--- src/rtl/id_ex_stage_pkg.sv ---
// rtl/id_ex_stage_pkg.sv - shared core parameters and ID/EX register field types
//
// Optional feature macro: ID_EX_PERF_CNT_EN (enables the load-use bubble counter
// in id_ex_stage). Define it on the tool command line; this package only holds
// the constants the stage uses for cleared bubble/invalid entries.
package id_ex_stage_pkg;

  // Log2 of the architectural register file size (32 GPRs).
  localparam int REG_LOG = 5;
  localparam int RS_W    = REG_LOG * 3;

  // Control half of the ID/EX register; everything the forwarding unit looks at.
  typedef struct packed {
    logic               valid;
    logic [RS_W-1:0]    rs;
    logic [REG_LOG-1:0] rd;
    logic               reg_write;
    logic               mem_read;
  } ex_ctrl_t;

  // Bubble and invalid entries must never match in the forwarding unit, so
  // every index and flag is cleared, not just the valid bit.
  localparam logic [RS_W-1:0]    EX_RS_CLR   = '0;
  localparam logic [REG_LOG-1:0] EX_RD_CLR   = '0;
  localparam ex_ctrl_t           EX_CTRL_CLR = '{valid: 1'b0, rs: EX_RS_CLR,
                                                 rd: EX_RD_CLR, reg_write: 1'b0,
                                                 mem_read: 1'b0};

  // Zero every source index whose operand is not actually read.
  function automatic logic [RS_W-1:0] mask_rs(input logic [RS_W-1:0] rs,
                                              input logic [2:0]      used);
    logic [RS_W-1:0] res;
    res = '0;
    for (int i = 0; i < 3; i++) begin
      res[i*REG_LOG +: REG_LOG] = used[i] ? rs[i*REG_LOG +: REG_LOG] : '0;
    end
    return res;
  endfunction

endpackage

--- src/rtl/id_ex_stage_load_use_detect.sv ---
// rtl/id_ex_stage_load_use_detect.sv - combinational load-use hazard detector
//
// Ports:
//   ex_valid, ex_mem_read, ex_rd : instruction currently held in ID/EX
//   id_valid, id_rs, id_rs_used  : instruction waiting in ID
//   lu                           : ID consumes the result of the load in EX
module load_use_detect
  import id_ex_stage_pkg::*;
(
  input  logic               ex_valid,
  input  logic               ex_mem_read,
  input  logic [REG_LOG-1:0] ex_rd,
  input  logic               id_valid,
  input  logic [RS_W-1:0]    id_rs,
  input  logic [2:0]         id_rs_used,
  output logic               lu
);

  logic [2:0] match;

  always_comb begin
    match = '0;
    for (int i = 0; i < 3; i++) begin
      match[i] = id_rs_used[i] && (id_rs[i*REG_LOG +: REG_LOG] == ex_rd);
    end
  end

  // r0 is hardwired zero, so a load targeting it never creates a dependency.
  assign lu = ex_valid & ex_mem_read & (|ex_rd) & id_valid & (|match);

endmodule

--- src/rtl/id_ex_stage.sv ---
// rtl/id_ex_stage.sv - ID/EX pipeline register with load-use bubble, hold and flush
//
// Optional feature macro: ID_EX_PERF_CNT_EN adds the bubble_cnt port/counter.
// Ports:
//   clk, rstn                       : clock, asynchronous active-low reset
//   id_valid/id_ready               : handshake with ID
//   id_rs, id_rs_used, id_rd,
//   id_reg_write, id_mem_read,
//   id_payload                      : decoded instruction from ID
//   ex_ready                        : EX can take a new instruction
//   flush                           : redirect from EX, kills ID and the entry loaded
//   ex_valid, ex_rs, ex_rd,
//   ex_reg_write, ex_mem_read,
//   ex_payload                      : registered instruction presented to EX
//   bubble_cnt                      : count of load-use bubbles (optional)
module id_ex_stage
  import id_ex_stage_pkg::*;
#(
  parameter int PAY_W = 128
`ifdef ID_EX_PERF_CNT_EN
  ,
  parameter int CNT_W = 32
`endif
) (
  input  logic               clk,
  input  logic               rstn,
  input  logic               id_valid,
  output logic               id_ready,
  input  logic [RS_W-1:0]    id_rs,
  input  logic [2:0]         id_rs_used,
  input  logic [REG_LOG-1:0] id_rd,
  input  logic               id_reg_write,
  input  logic               id_mem_read,
  input  logic [PAY_W-1:0]   id_payload,
  input  logic               ex_ready,
  input  logic               flush,
  output logic               ex_valid,
  output logic [RS_W-1:0]    ex_rs,
  output logic [REG_LOG-1:0] ex_rd,
  output logic               ex_reg_write,
  output logic               ex_mem_read,
  output logic [PAY_W-1:0]   ex_payload
`ifdef ID_EX_PERF_CNT_EN
  ,
  output logic [CNT_W-1:0]   bubble_cnt
`endif
);

  ex_ctrl_t         ctrl_d, ctrl_q;
  logic [PAY_W-1:0] pay_d, pay_q;
  logic             lu;
  logic             bubble;

  load_use_detect u_lu (
    .ex_valid    (ctrl_q.valid),
    .ex_mem_read (ctrl_q.mem_read),
    .ex_rd       (ctrl_q.rd),
    .id_valid    (id_valid),
    .id_rs       (id_rs),
    .id_rs_used  (id_rs_used),
    .lu          (lu)
  );

  assign id_ready = flush | (ex_ready & ~lu);
  // A bubble is only counted when it is actually inserted: flush overrides it
  // and a held register inserts nothing.
  assign bubble   = ~flush & ex_ready & lu;

  always_comb begin
    ctrl_d = ctrl_q;
    pay_d  = pay_q;
    if (flush || bubble) begin
      ctrl_d = EX_CTRL_CLR;
    end else if (ex_ready) begin
      if (id_valid) begin
        ctrl_d.valid     = 1'b1;
        ctrl_d.rs        = mask_rs(id_rs, id_rs_used);
        ctrl_d.rd        = id_rd;
        ctrl_d.reg_write = id_reg_write;
        ctrl_d.mem_read  = id_mem_read;
        pay_d            = id_payload;
      end else begin
        ctrl_d = EX_CTRL_CLR;
      end
    end
  end

  always_ff @(posedge clk or negedge rstn) begin
    if (!rstn) begin
      ctrl_q <= EX_CTRL_CLR;
      pay_q  <= '0;
    end else begin
      ctrl_q <= ctrl_d;
      pay_q  <= pay_d;
    end
  end

  assign ex_valid     = ctrl_q.valid;
  assign ex_rs        = ctrl_q.rs;
  assign ex_rd        = ctrl_q.rd;
  assign ex_reg_write = ctrl_q.reg_write;
  assign ex_mem_read  = ctrl_q.mem_read;
  assign ex_payload   = pay_q;

`ifdef ID_EX_PERF_CNT_EN
  logic [CNT_W-1:0] cnt_d, cnt_q;

  always_comb begin
    cnt_d = cnt_q;
    if (bubble) begin
      cnt_d = cnt_q + 1'b1;
    end
  end

  always_ff @(posedge clk or negedge rstn) begin
    if (!rstn) begin
      cnt_q <= '0;
    end else begin
      cnt_q <= cnt_d;
    end
  end

  assign bubble_cnt = cnt_q;
`endif

endmodule

--- config.mk ---
export PLATFORM = sky130hd
export DESIGN_NAME = id_ex_stage
export DESIGN_NICKNAME = d
export VERILOG_FILES = /design/src/rtl/id_ex_stage_pkg.sv /design/src/rtl/id_ex_stage_load_use_detect.sv /design/src/rtl/id_ex_stage.sv
export SDC_FILE = /design/constraint.sdc
export NUM_CORES = 1
export LEC_CHECK = 0
export ABC_AREA = 1
export BUFFER_PORTS_ARGS = -buffer_cell sky130_fd_sc_hd__buf_4
export CAP_MARGIN = 20
export CORE_MARGIN = 3
export CORE_UTILIZATION = 40
export CTS_CLUSTER_SIZE = 10
export DETAILED_ROUTE_END_ITERATION = 8
export HOLD_SLACK_MARGIN = 0.03
export PLACE_DENSITY = 0.71
export SLEW_MARGIN = 0
export SYNTH_ARGS = -nofsm -noshare
export SYNTH_HDL_FRONTEND = slang
export SYNTH_HIERARCHICAL = 1
export SYNTH_SLANG_ARGS = --single-unit
--- constraint.sdc ---
create_clock -name clk -period 3.6 [get_ports clk]
set_clock_uncertainty 0.1 [all_clocks]
set_input_delay 0.54 -clock clk [delete_from_list [all_inputs] [get_ports clk]]
set_output_delay 0.54 -clock clk [all_outputs]
set_load 0.005 [all_outputs]
==> impl_metrics.toml <==
[synth]
synth.net_count = 933
ys_types = 15
syn_area_per_cell_sq_um = 8.25
ys_warn_count = 6
ys_seq_area_frac = 0.591
syn_area_sq_um = 6390
synth_cells = 775
ys_ff_latch = 151

[detailed_routing]
vias_per_cell = 4.78
wl_per_cell_um = 15.2
routed_wl_um = 19500
dr.first_iter.drc_count = 335
dr_total_vias = 6151
first_pass_iters = 5
antenna_left = 0
drcViolationCount = 0

[timing]
slew_violations = 0
max_freq_mhz = 402
rsz0062_at_grt = "false"
layout_min_cycle_time_ns = 2.49
setup_slack_ns = 1.11
slew-limit-headroom = 0.517
fin_tns_setup_ns = 0
finalCritPeriodShare = 0.691
hold_viol_final = 0
worstMarginPinSlew_ns = 0.724
setup_viol = 0

[global_route]
grt_pass1_vias = 5938
grt_antenna_before_repair = 1
grt_first_pass_wirelength_um = 31300
grt_max_degree = 141
overflow = 0
grt_usage = 0.221

[critical_path]
crit_path_end_kind = "output pin"
r2r_slack_ns = 1.25
crit_required_ns = 2.96
critPathMaxFanout = 8
r2r-end = "ex_payload[127]"
crit-reg2reg-launch = "ex_rd[0]"
crit_top_cell = "nand2_1"
cp_slowest_cell = "dfrtp_1"
crit_path_max_incr_delay_ns = 0.52
path_cells = "inv_2 -> nand2_1 -> nand2_1 -> nor2_1 -> nand3_1 -> nand3_1 -> nand2_1 -> inv_1 -> o21ai_0 -> buf_4"
arrival_ns = 1.85
critPathTopFamily = "flip-flops"
cp-startpoint = "ex_rd[0]"
reg2reg_depth = 13
path_class = "flop to output pin"
worst_setup_path_start_kind = "flop"
crit_buf_inv = 3

[floorplan]
core_sq_um = 15400
fp-row-count = 45
start_util = 0.415
die_w_um = 132
die_y_um = 132
dieArea_sq_um = 17500
num_io_pins = 310

[power_and_ir_drop]
power_frac_seq = 0.434
comb_power_share = 0.196
swShare = 0.269
switching_power_w = 0.00129
p_leak_nw = 5.43
intPower_w = 0.00349
max-vdd-ir-drop_uv = 287
clkPwrFrac = 0.370
p_per_area_nw_per_um2 = 505

[layout]
antenna_cells = 0
multi_input_area_sq_um = 2290
final_util = 0.614
finalNonFillerCells = 1288
final_nets = 1222
regArea_sq_um = 3780
n_fill_cell = 1438
areaGrowthSynthToFinish_pct = 48.1
layout-drive-gt1-share = 0.332

[clock_tree]
clock_latency_ns = 0.41
cts_resized = 0
cts_buffer_depth = 2
cts_tree = "yes"
cts.htree.levels = 4
clkTransAtPathRegs_ns = 0.06
cts_buffers = 17
postCtsSetupBuffers = 0
cts_root_buf = "clkbuf_16"
cts.sinks = 151

[placed_design]
dp_slack_ns = 1.15
dp_hpwl_um = 13400
place_congestion = 0.806
io_buffers = 309
dp.cells = 1255

[run]
drv_cap = 0

[hold_path]
whs_endpoint = "ex_payload[103]"
whs_path_depth = 3
hp-class = "primary input to flop"
hp-start = "id_payload[103]"

[run_status]
status = "finished clean"
layer usage:
metal | up-vias | share of wire | routed length (um) | global-route usage
li1 | 3006 | - | - | -
met1 | 2857 | 0.42 | 8220 | 0.283
met5 | - | 0.00066 | 13 | 0
met2 | 254 | 0.47 | 9120 | 0.351
met4 | 2 | 0.024 | 470 | 0.0751
met3 | 32 | 0.088 | 1720 | 0.0768
synthesized netlist by cell type:
library cell,count,area [sq um]
buf_1,2,7.51
nor2_1,24,90.1
inv_1,25,93.8
nor2_4,1,11.3
dfrtp_1,151,3780
inv_2,5,18.8
nand2_2,1,6.26
nor2_2,2,12.5
nand3_1,134,671
nand4_1,2,12.5
nand3b_1,10,75.1
buf_2,38,190
nand2_1,372,1400
o21ai_0,1,5.00
clkbuf_1,7,26.3
power groups by stage:
| stage | Sequential (W) | Clock (W) | Combinational, W |
|---|---|---|---|
| 2_1_floorplan | 0.00211 | 0 | 0.000285 |
| 3_3_place_gp | 0.00210 | 0 | 0.000938 |
| 3_5_place_dp | 0.00210 | 0 | 0.000956 |
| 4_1_cts | 0.00207 | 0.00181 | 0.000956 |
| 5_1_grt | 0.00211 | 0.00186 | 0.00104 |
| 6_report | 0.00207 | 0.00177 | 0.000938 |
worst max path at each step:
stage / endpoint / slack [ns] / cells past startpoint
floorplan: ex_payload[118] / 1.77 / 14
global placement: ex_payload[124] / 1.18 / 13
detailed placement: ex_payload[32] / 1.15 / 13
CTS: id_ready / 1.10 / 10
global route: id_ready / 0.93 / 10
finish: id_ready / 1.11 / 10
state kept, by name, summed over array words and instances, names as in the netlist:
signal and count:
ex_rs 15, ex_rd 5, ex_mem_read 1, ex_valid 1
ex_reg_write 1, ex_payload 128
stage by stage:
| stage | area, sq um | hold WS [ns] | total power, W |
|---|---|---|---|
| 3_3_place_gp | 8880 | 0.355 | 0.00304 |
| 4_1_cts | 9470 | 0.232 | 0.00484 |
| 3_5_place_dp | 8880 | 0.359 | 0.00305 |
| 6_report | 9470 | 0.251 | 0.00478 |
| 5_1_grt | 9470 | 0.241 | 0.00502 |
| 2_1_floorplan | 6390 | 0.144 | 0.00240 |
layout make-up:
class	count	area share
clock buffers	19	0.0468
clock inverters	13	0.0152
repair buffers	317	0.257
multi-input cells	547	0.242
well taps	211	0.0279
flip-flops and latches	151	0.399
inverters	30	0.0119
cell families (layout without fill, tap and decap cells):
group | after synthesis | after routing | share of synthesized area
and+or+nand+nor | 546 | 546 | 0.356
DFF | 151 | 151 | 0.591
buffers and inverters | 77 | 379 | 0.0526
AOI/OAI and AO/OA | 1 | 1 | 0.000782
placed cells by master (no fill, tap or decap), types with 2 or more instances in the layout:
master / synthesis / final
nand2_1: 372 / 371
nand4_1: 2 / 2
dfrtp_1: 151 / 151
buf_4: 0 / 311
inv_6: 0 / 3
bufinv_16: 0 / 2
inv_2: 5 / 5
buf_12: 0 / 4
nor2_4: 1 / 2
clkinv_2: 0 / 3
clkinv_4: 0 / 4
nand3_1: 134 / 134
nor2_2: 2 / 2
nor2_1: 24 / 23
inv_1: 25 / 25
clkbuf_16: 0 / 17
nand3b_1: 10 / 10
timing repair:
action                     CTS  global route
hold buffers                 1             0
setup endpoints to repair    0             0
hold endpoints to repair    52             0
worst reg2reg max path: stages, from the launching register on:
cell     delay [ns]
dfrtp_1        0.52
inv_2          0.08
nand2_1        0.06
nand2_1        0.05
nor2_1         0.10
nand3_1        0.10
nand3_1        0.09
nand2_1        0.05
inv_1          0.12
nor2_4         0.07
nand2_4        0.37
buf_12         0.38
nand2_1        0.13
nand2_1        0.07
Power figures use the tool's default switching activity.
